==> config.mk <==
export PLATFORM = sky130hd
export DESIGN_NAME = pp_cmd_issuer_flat
export DESIGN_NICKNAME = d
export VERILOG_FILES = /design/src/rtl/pp_pkg.sv /design/src/rtl/pp_cmd_issuer_if.sv /design/src/rtl/pp_issue_timer.sv /design/src/rtl/pp_cmd_issuer.sv /design/src/flat_wrapper.sv
export SDC_FILE = /design/constraint.sdc
export NUM_CORES = 1
export LEC_CHECK = 0
export ABC_AREA = 1
export CORE_MARGIN = 4
export CORE_UTILIZATION = 47
export DETAILED_ROUTE_END_ITERATION = 10
export DONT_BUFFER_PORTS = 1
export HOLD_SLACK_MARGIN = 0.03
export PLACE_DENSITY = 0.71
export SYNTH_ARGS = -nofsm -noshare
export SYNTH_HDL_FRONTEND = slang
export SYNTH_SLANG_ARGS = --single-unit
export TNS_END_PERCENT = 10
==> constraint.sdc <==
create_clock -name clk -period 1.4 [get_ports clk]
set_input_delay 0.28 -clock clk [delete_from_list [all_inputs] [get_ports clk]]
set_output_delay 0.28 -clock clk [all_outputs]
set_load 0.02 [all_outputs]
==> src/rtl/pp_pkg.sv <==
// Shared types for the pp datapath core and its command issuer.
package pp_pkg;
  localparam int NUM_SIZE = 32;

  typedef enum logic [3:0] {
    NOOP = 4'b0000,
    ADD  = 4'b0001
  } op_t;

  typedef enum logic [1:0] {
    ST_OK      = 2'd0,
    ST_BADOP   = 2'd1,
    ST_TIMEOUT = 2'd2
  } status_t;

  typedef enum logic [1:0] {
    S_IDLE,
    S_ISSUE,
    S_WAIT,
    S_RESP
  } state_t;

  typedef struct packed {
    logic [3:0]          op;
    logic [NUM_SIZE-1:0] a;
    logic [NUM_SIZE-1:0] b;
  } pp_req_t;

  typedef struct packed {
    logic [NUM_SIZE-1:0] data;
    status_t             status;
  } pp_rsp_t;

  function automatic logic [31:0] sat_inc(input logic [31:0] v);
    return (v == '1) ? v : v + 32'd1;
  endfunction
endpackage

==> src/rtl/pp_cmd_issuer_if.sv <==
// Host-side request/response handshake bundle for pp_cmd_issuer.
interface pp_cmd_issuer_if;
  import pp_pkg::*;

  logic                req_valid;
  logic                req_ready;
  logic [3:0]          req_op;
  logic [NUM_SIZE-1:0] req_a;
  logic [NUM_SIZE-1:0] req_b;
  logic                rsp_valid;
  logic                rsp_ready;
  logic [NUM_SIZE-1:0] rsp_data;
  logic [1:0]          rsp_status;

  modport master (
    output req_valid, req_op, req_a, req_b, rsp_ready,
    input  req_ready, rsp_valid, rsp_data, rsp_status
  );

  modport slave (
    input  req_valid, req_op, req_a, req_b, rsp_ready,
    output req_ready, rsp_valid, rsp_data, rsp_status
  );
endinterface

==> src/rtl/pp_issue_timer.sv <==
// Loadable down-counter; expired flags the last permitted cycle of a wait window.
module pp_issue_timer #(
  parameter int W = 8
) (
  input  logic         clk,
  input  logic         reset_n,
  input  logic         load,
  input  logic         en,
  input  logic [W-1:0] load_val,
  output logic         expired
);
  logic [W-1:0] cnt;

  always_ff @(posedge clk or negedge reset_n) begin
    if (!reset_n)               cnt <= '0;
    else if (load)              cnt <= load_val;
    else if (en && cnt != '0)   cnt <= cnt - W'(1);
  end

  assign expired = (cnt == W'(1));
endmodule

==> src/rtl/pp_cmd_issuer.sv <==
// Single-outstanding command initiator between the host stream adapter and the pp core.
// Optional PP_ISSUER_STATS_EN adds saturating issue/timeout counters.
module pp_cmd_issuer import pp_pkg::*; #(
  parameter logic [3:0] MAX_OP  = 4'd1,
  parameter int         TIMEOUT = 255
) (
  input  logic                clk,
  input  logic                reset_n,
  pp_cmd_issuer_if.slave      host,
  output logic [3:0]          core_cmd,
  output logic [NUM_SIZE-1:0] core_in1,
  output logic [NUM_SIZE-1:0] core_in2,
  input  logic                core_valid,
  input  logic [NUM_SIZE-1:0] core_out,
  output logic                busy
`ifdef PP_ISSUER_STATS_EN
  ,
  output logic [31:0]         stat_issued,
  output logic [31:0]         stat_timeouts
`endif
);
  localparam int TW = $clog2(TIMEOUT + 1);

  state_t              state_q, state_d;
  logic                req_ready_q, req_ready_d;
  logic                rsp_valid_q, rsp_valid_d;
  pp_rsp_t             rsp_q, rsp_d;
  logic [3:0]          cmd_d;
  logic [NUM_SIZE-1:0] in1_d, in2_d;
  logic                tmr_load, tmr_en, tmr_expired;
  pp_req_t             req;

  assign req = '{op: host.req_op, a: host.req_a, b: host.req_b};

  pp_issue_timer #(.W(TW)) u_timer (
    .clk      (clk),
    .reset_n  (reset_n),
    .load     (tmr_load),
    .en       (tmr_en),
    .load_val (TW'(TIMEOUT)),
    .expired  (tmr_expired)
  );

  always_comb begin
    state_d     = state_q;
    req_ready_d = req_ready_q;
    rsp_valid_d = rsp_valid_q;
    rsp_d       = rsp_q;
    cmd_d       = NOOP;
    in1_d       = core_in1;
    in2_d       = core_in2;
    tmr_load    = 1'b0;
    tmr_en      = 1'b0;
    case (state_q)
      S_IDLE: begin
        if (host.req_valid && req_ready_q) begin
          req_ready_d = 1'b0;
          if (req.op == NOOP) begin
            state_d     = S_RESP;
            rsp_valid_d = 1'b1;
            rsp_d       = '{data: '0, status: ST_OK};
          end else if (req.op > MAX_OP) begin
            state_d     = S_RESP;
            rsp_valid_d = 1'b1;
            rsp_d       = '{data: '0, status: ST_BADOP};
          end else begin
            state_d  = S_ISSUE;
            cmd_d    = req.op;
            in1_d    = req.a;
            in2_d    = req.b;
            tmr_load = 1'b1;
          end
        end
      end
      S_ISSUE: state_d = S_WAIT;
      S_WAIT: begin
        tmr_en = 1'b1;
        // A result arriving on the final allowed cycle still counts as a success.
        if (core_valid) begin
          state_d     = S_RESP;
          rsp_valid_d = 1'b1;
          rsp_d       = '{data: core_out, status: ST_OK};
        end else if (tmr_expired) begin
          state_d     = S_RESP;
          rsp_valid_d = 1'b1;
          rsp_d       = '{data: '0, status: ST_TIMEOUT};
        end
      end
      S_RESP: begin
        if (host.rsp_ready) begin
          state_d     = S_IDLE;
          rsp_valid_d = 1'b0;
          req_ready_d = 1'b1;
        end
      end
      default: state_d = S_IDLE;
    endcase
  end

  always_ff @(posedge clk or negedge reset_n) begin
    if (!reset_n) begin
      state_q     <= S_IDLE;
      req_ready_q <= 1'b1;
      rsp_valid_q <= 1'b0;
      rsp_q       <= '{data: '0, status: ST_OK};
      core_cmd    <= NOOP;
      core_in1    <= '0;
      core_in2    <= '0;
      busy        <= 1'b0;
    end else begin
      state_q     <= state_d;
      req_ready_q <= req_ready_d;
      rsp_valid_q <= rsp_valid_d;
      rsp_q       <= rsp_d;
      core_cmd    <= cmd_d;
      core_in1    <= in1_d;
      core_in2    <= in2_d;
      busy        <= (state_d != S_IDLE);
    end
  end

  assign host.req_ready  = req_ready_q;
  assign host.rsp_valid  = rsp_valid_q;
  assign host.rsp_data   = rsp_q.data;
  assign host.rsp_status = rsp_q.status;

`ifdef PP_ISSUER_STATS_EN
  always_ff @(posedge clk or negedge reset_n) begin
    if (!reset_n) begin
      stat_issued   <= '0;
      stat_timeouts <= '0;
    end else begin
      if (state_q == S_ISSUE) stat_issued <= sat_inc(stat_issued);
      if (state_q == S_WAIT && state_d == S_RESP && rsp_d.status == ST_TIMEOUT)
        stat_timeouts <= sat_inc(stat_timeouts);
    end
  end
`endif
endmodule

==> src/flat_wrapper.sv <==
// flat-port wrapper written by rule: the top's interface ports become plain ports
module pp_cmd_issuer_flat import pp_pkg::*;
#(
  parameter logic [3:0] MAX_OP  = 4'd1,
  parameter int         TIMEOUT = 255
)
  (clk, reset_n, core_cmd, core_in1, core_in2, core_valid, core_out, busy, host_req_valid, host_req_op, host_req_a, host_req_b, host_rsp_ready, host_req_ready, host_rsp_valid, host_rsp_data, host_rsp_status);
  pp_cmd_issuer_if host_i ();
  input  logic clk;
  input  logic reset_n;
  output logic [3:0] core_cmd;
  output logic [NUM_SIZE-1:0] core_in1;
  output logic [NUM_SIZE-1:0] core_in2;
  input  logic core_valid;
  input  logic [NUM_SIZE-1:0] core_out;
  output logic busy;
  input wire logic [$bits(host_i.req_valid)-1:0] host_req_valid;
  input wire logic [$bits(host_i.req_op)-1:0] host_req_op;
  input wire logic [$bits(host_i.req_a)-1:0] host_req_a;
  input wire logic [$bits(host_i.req_b)-1:0] host_req_b;
  input wire logic [$bits(host_i.rsp_ready)-1:0] host_rsp_ready;
  output wire logic [$bits(host_i.req_ready)-1:0] host_req_ready;
  output wire logic [$bits(host_i.rsp_valid)-1:0] host_rsp_valid;
  output wire logic [$bits(host_i.rsp_data)-1:0] host_rsp_data;
  output wire logic [$bits(host_i.rsp_status)-1:0] host_rsp_status;
  assign host_i.req_valid = host_req_valid;
  assign host_i.req_op = host_req_op;
  assign host_i.req_a = host_req_a;
  assign host_i.req_b = host_req_b;
  assign host_i.rsp_ready = host_rsp_ready;
  assign host_req_ready = host_i.req_ready;
  assign host_rsp_valid = host_i.rsp_valid;
  assign host_rsp_data = host_i.rsp_data;
  assign host_rsp_status = host_i.rsp_status;
  pp_cmd_issuer #(.MAX_OP(MAX_OP), .TIMEOUT(TIMEOUT)) u_core (.clk(clk), .reset_n(reset_n), .host(host_i), .core_cmd(core_cmd), .core_in1(core_in1), .core_in2(core_in2), .core_valid(core_valid), .core_out(core_out), .busy(busy));
endmodule
-- Word level (Yosys, flattened, before mapping)
Index checks and enable logic that the tools add are counted.
- mux-type cells: 34
- add/subtract/negate cells: 1
- equal/unequal tests: 8
- bitwise logic cells: 2
- reductions and logical operators: 14
- order comparisons: 1
- operators with widths (operator ; number):
    $mux W34 ; 5
    $pmux W34 S2 ; 1
    $mux W4 ; 4
    $mux W8 ; 2
    $mux W1 ; 13
    $mux W2 ; 6
    $eq A8 B1 Y1 const B ; 1
    $pmux W2 S4 ; 1
    $reduce_and A4 Y1 ; 2
    $reduce_bool A2 Y1 ; 4
    $reduce_bool A8 Y1 ; 1
    $sub A8 B1 Y8 const B ; 1
    $reduce_and A5 Y1 ; 1
    $eq A2 B2 Y1 const B ; 2
    $gt A4 B1 Y1 const B ; 1
    $logic_not A4 Y1 ; 1
    $ne A3 B1 Y1 const B ; 1
    $ne A3 B2 Y1 const B ; 1
    $pmux W1 S3 ; 1
    $reduce_and A3 Y1 ; 1
    $reduce_bool A3 Y1 ; 1
    $eq A2 B1 Y1 const B ; 1
    $logic_and A1 B1 Y1 ; 2
    $logic_not A2 Y1 ; 1
    other kinds (4) ; 5
- logic and storage cells: 70
- bits in registers: 115
- output and inout bits: 105
- bits of input ports: 105

-- Logic depth before layout (Yosys ltp)
- word-level depth: 6
- gate-level depth with buffers: 9

-- Hierarchy
A second synthesis with hierarchy kept.
- cell total of the unflattened synthesis: 560
- area total of the unflattened synthesis: 4863.4 sq um
- modules (own cells, without submodules) (module ; seq. area each (sq um) ; area an instance (sq um) ; instances ; cells each):
    pp_cmd_issuer ; 2678.8 ; 4230.3 ; 1 ; 470
    pp_issue_timer ; 200.2 ; 633.1 ; 1 ; 90

-- Worst setup path after synthesis
Ideal clock, no wire load.
- kind: flip-flop to flip-flop
- from: register u_core.req_ready_q, in the netlist u_core.host.req_ready
- to: register u_core.core_in1[0]
- slack: -0.081 ns
- setup time: 0.117 ns
- arrival: 1.364 ns
- period minus slack after synthesis: 1.481 ns
- stages on the path, launching flop included: 10
- cells stage by stage: dfstp_2 -> nand2_1 -> inv_1 -> nand2_2 -> nor2_2 -> inv_2 -> buf_6 -> buf_6 -> nand2_1 -> nand2_1
- cells in the longest elaborated chain, start to end: 2
- RTL lines (what ; RTL line ; text):
    start, declared ; pp_cmd_issuer.sv:25 ; logic req_ready_q, req_ready_d;
    start signal, assigned ; pp_cmd_issuer.sv:112 ; req_ready_q <= req_ready_d;
    $logic_and A1 B1 Y1 ; pp_cmd_issuer.sv:56 ; if (host.req_valid && req_ready_q) begin
    $reduce_and A4 Y1 (no source line) ; n/a ;
    end signal, assigned ; pp_cmd_issuer.sv:116 ; core_in1 <= in1_d;
    end, declared ; pp_cmd_issuer.sv:11 ; output logic [NUM_SIZE-1:0] core_in1,
No other way between the ends.
A chain may end at the register's enable or synchronous reset.

-- Worst setup path after layout
- from: register u_core.req_ready_q, in the netlist u_core.host.req_ready
- to: register u_core.core_in2[5]
- cells in the longest elaborated chain, start to end: 2
- RTL lines (what ; RTL line ; text):
    $logic_and A1 B1 Y1 ; pp_cmd_issuer.sv:56 ;
    $reduce_and A4 Y1 (no source line) ; n/a ;
    end signal, assigned ; pp_cmd_issuer.sv:117 ; core_in2 <= in2_d;
    end, declared ; pp_cmd_issuer.sv:12 ; output logic [NUM_SIZE-1:0] core_in2,
No other way between the ends.

==> impl_results.md <==
- WP data arrival: slightly below 2 ns
- CTS tree: yes
- RSZ-0062 raised after global routing: true
- DPL Wire Length: 7670 um
- Final setup viols: 102
- Die Y: approximately 110 um
- Synthesis-stage register bit count: 115
- Skew final: a little over 0.007 ns
- Share of cells above drive strength 1: a little under an eighth
- Pin count of the biggest net entering global routing: 116
- # H-tree levels: 4
- R2R cell count: 8
- Critical Path Source Type: flip-flop
- Final Util: between 60% and 70%
- Clk_lat worst skew: about 0.5 ns
- IO buf count: 0
- CTS Buf Count: 17
- MaxCap Viol Count: 0
- Worst IR drop on VDD: 0.788 mV
- DRT iter0 DRCs: 415
- Area fraction in compound gates after synthesis: under 10%
- Full die area: around 12,000 um^2
- Period utilization: 107%
- Effective utilization at floorplan: roughly 48%
- Area after DPL: 5000 um^2
- Slew Viols, Final: 0
- Routed len/inst: roughly 17 um
- Num ports: 210
- Post-DR vias/cell: roughly 5.2
- Pwr/cell area: approximately 1100 nW/um^2
- Max FO, Critical Path: 16
- Worst Hold Slack: -0.524 ns
- Netlist Area Pre-Place: ~4700 um^2
- CP Capture Type: flip-flop
- Drt pass-1 iters: 5
- Syn Inst Count: approximately 540
- Clock sink count: around 120
- DR DRC count: 0
- LEAKAGE: approximately 0.0035 uW
- Setup TNS Final: -5.55 ns
- CP required: 1.84 ns
- Die X-Extent: ~110 um
- Area of the core: slightly below 10,000 um^2
- Rows: 36
- Minimum clock period: around 1.5 ns
- Final Cell Area: about 6600 um^2
- Comb power frac: about 3.5%
- Ant. Diodes: 0
- RePlAce Congestion: 0.825
- Worst-path clk slew: about 0.050 ns
- Vias in the first global route: 4,316
- Max clock buf depth: 2
- Largest family of logic cells by synthesized area: simple AND/OR/NAND/NOR gates
- Grt total ovfl: 0
- Avg Cell Area, Syn: ~8.7 um^2
- Most common cell after layout, fill and taps aside: nand2_1
- Mux share of post-synthesis cell area: 0%
- Worst hold path class: input pin to async pin
- Hold buffers post-CTS: 98
- Failing checks: negative hold slack, negative setup slack
- Status: complete, but fails checks
- Sequential share of the synthesized area: 61.1%
- Top achievable clock speed: 665 MHz
- Synth Area in Adders: less than 1%
- Nets: 775
- Layout area overhead: 40.9%
- Via count: about 4,200
- Total track usage: 23.0%
- Part of the power in the clock network: 52.2%
- Power Internal: 6070 uW
- Critical path type: flip-flop to flip-flop
- Switch Pwr: 1480 uW
- Most frequent cells in the layout: nand2_1 (297), dfrtp_1 (114), dlygate4sd3_1 (97), nand3_1 (48), buf_4 (21)
- Final hold viol count: around 120
- Sw Share: between 10% and 20%
- Final ANT Viol Nets: 0
- First-pass GRT wire length: between 20,000 and 25,000 um
- Setup ws final: -0.104 ns
- Yosys cell types: 26
- Initial antenna violation count: 0
- Synth Area in XOR/XNOR: less than 1%
- Post-Route WL: 13,800 um
- Root Buffer: clkbuf_8
- Yosys warns: 0
- Reg power frac: between 40% and 50%
- Simple-Gate Fraction of Synth Area: 31.5%
[worst paths after layout]
check | startpoint | end | slack (ns)
hold reg to reg | u_core.state_q[0] | u_core.host.req_ready | 0.61
hold / removal | reset_n | u_core.core_cmd[2] | -0.52
min in group clk | host_req_op[0] | u_core.host.rsp_status[0] | 0.11
setup / recovery | u_core.host.req_ready | u_core.core_in2[5] | -0.10
setup reg to reg | u_core.host.req_ready | u_core.core_in2[5] | -0.10
max in group asynchronous | reset_n | u_core.core_in1[31] | 1.72
[cells by family after synthesis]
family | Yosys count
AO/OA/AOI/OAI | 13
adder cells (fa/ha/maj) | 3
flip-flops | 115
XOR/XNOR | 1
other | 1
AND/OR/NAND/NOR | 370
buffers and inverters | 40
[final cells by class]
class	instances	area, um^2
clock buffers	20	435
clock inverters	10	111
fillers	718	3130
inverters	15	58.8
multi-input cells	390	1670
flip-flops and latches	115	2880
well taps	133	166
repair buffers	128	1330
[critical path: stages, from the launching register on]
cell and delay, ns:
dfstp_2 0.54, nand2_1 0.07, inv_2 0.06, nand2_2 0.08, nor2_4 0.19, buf_4 0.17, clkbuf_16 0.18, nand2_1 0.07
nand2_1 0.07
[through the flow]
step	setup WS (ns)	instances	power (uW)
2_1_floorplan	-0.0353	545	3420
3_3_place_gp	-0.0552	679	3410
3_5_place_dp	-0.113	679	3410
4_1_cts	-0.0645	807	7640
5_1_grt	-0.183	811	7840
6_report	-0.104	811	7550
[power by group through the flow]
| stage | logic (uW) | registers (uW) | clock network (uW) |
|---|---|---|---|
| final | 266 | 3340 | 3940 |
| after global routing | 281 | 3340 | 4220 |
| after CTS | 253 | 3340 | 4040 |
| after detailed placement | 12.5 | 3400 | 0 |
| after global placement | 12.4 | 3400 | 0 |
| after floorplan | 20.6 | 3400 | 0 |
[sequential cells by signal, indices dropped and copies added (netlist names)]
| signal | count |
|---|---|
| u_core.core_in1 | 32 |
| u_core.core_in2 | 32 |
| u_core.host.rsp_data | 32 |
| u_core.u_timer.cnt | 8 |
| u_core.core_cmd | 4 |
| u_core.host.rsp_status | 2 |
| u_core.state_q | 2 |
| u_core.busy | 1 |
| u_core.host.req_ready | 1 |
| u_core.host.rsp_valid | 1 |
[Yosys cell counts (all sizes together)]
library cell,count,share of area [%]
clkbuf,10,0.80
nand3b,1,0.16
ha,3,0.80
nor2,15,1.5
dfstp,1,0.56
o21ai,11,1.5
xnor2,1,0.19
nand3,49,5.3
a21oi,2,0.21
nand2,300,24
or2,1,0.13
buf,15,2.7
nand4,4,0.53
dfrtp,114,60
conb,1,0.080
inv,15,1.2
[metal layers]
| metal | track usage (%) | up-vias | share of wire (%) |
|---|---|---|---|
| met2 | 38.2 | 266 | 48 |
| li1 | - | 1930 | - |
| met3 | 9.31 | 21 | 12 |
| met4 | 8.57 | 0 | 1.9 |
| met1 | 27.0 | 1989 | 38 |
| met5 | 0 | - | 0 |
[timing repair]
item	CTS	global route
buffers inserted	0	1
hold endpoints to repair	215	115
pin swaps	1	1
gates resized for setup	6	8
cloned	0	3
endpoints found under the setup margin	77	109
Note: power is estimated with default switching activity, not from simulation.
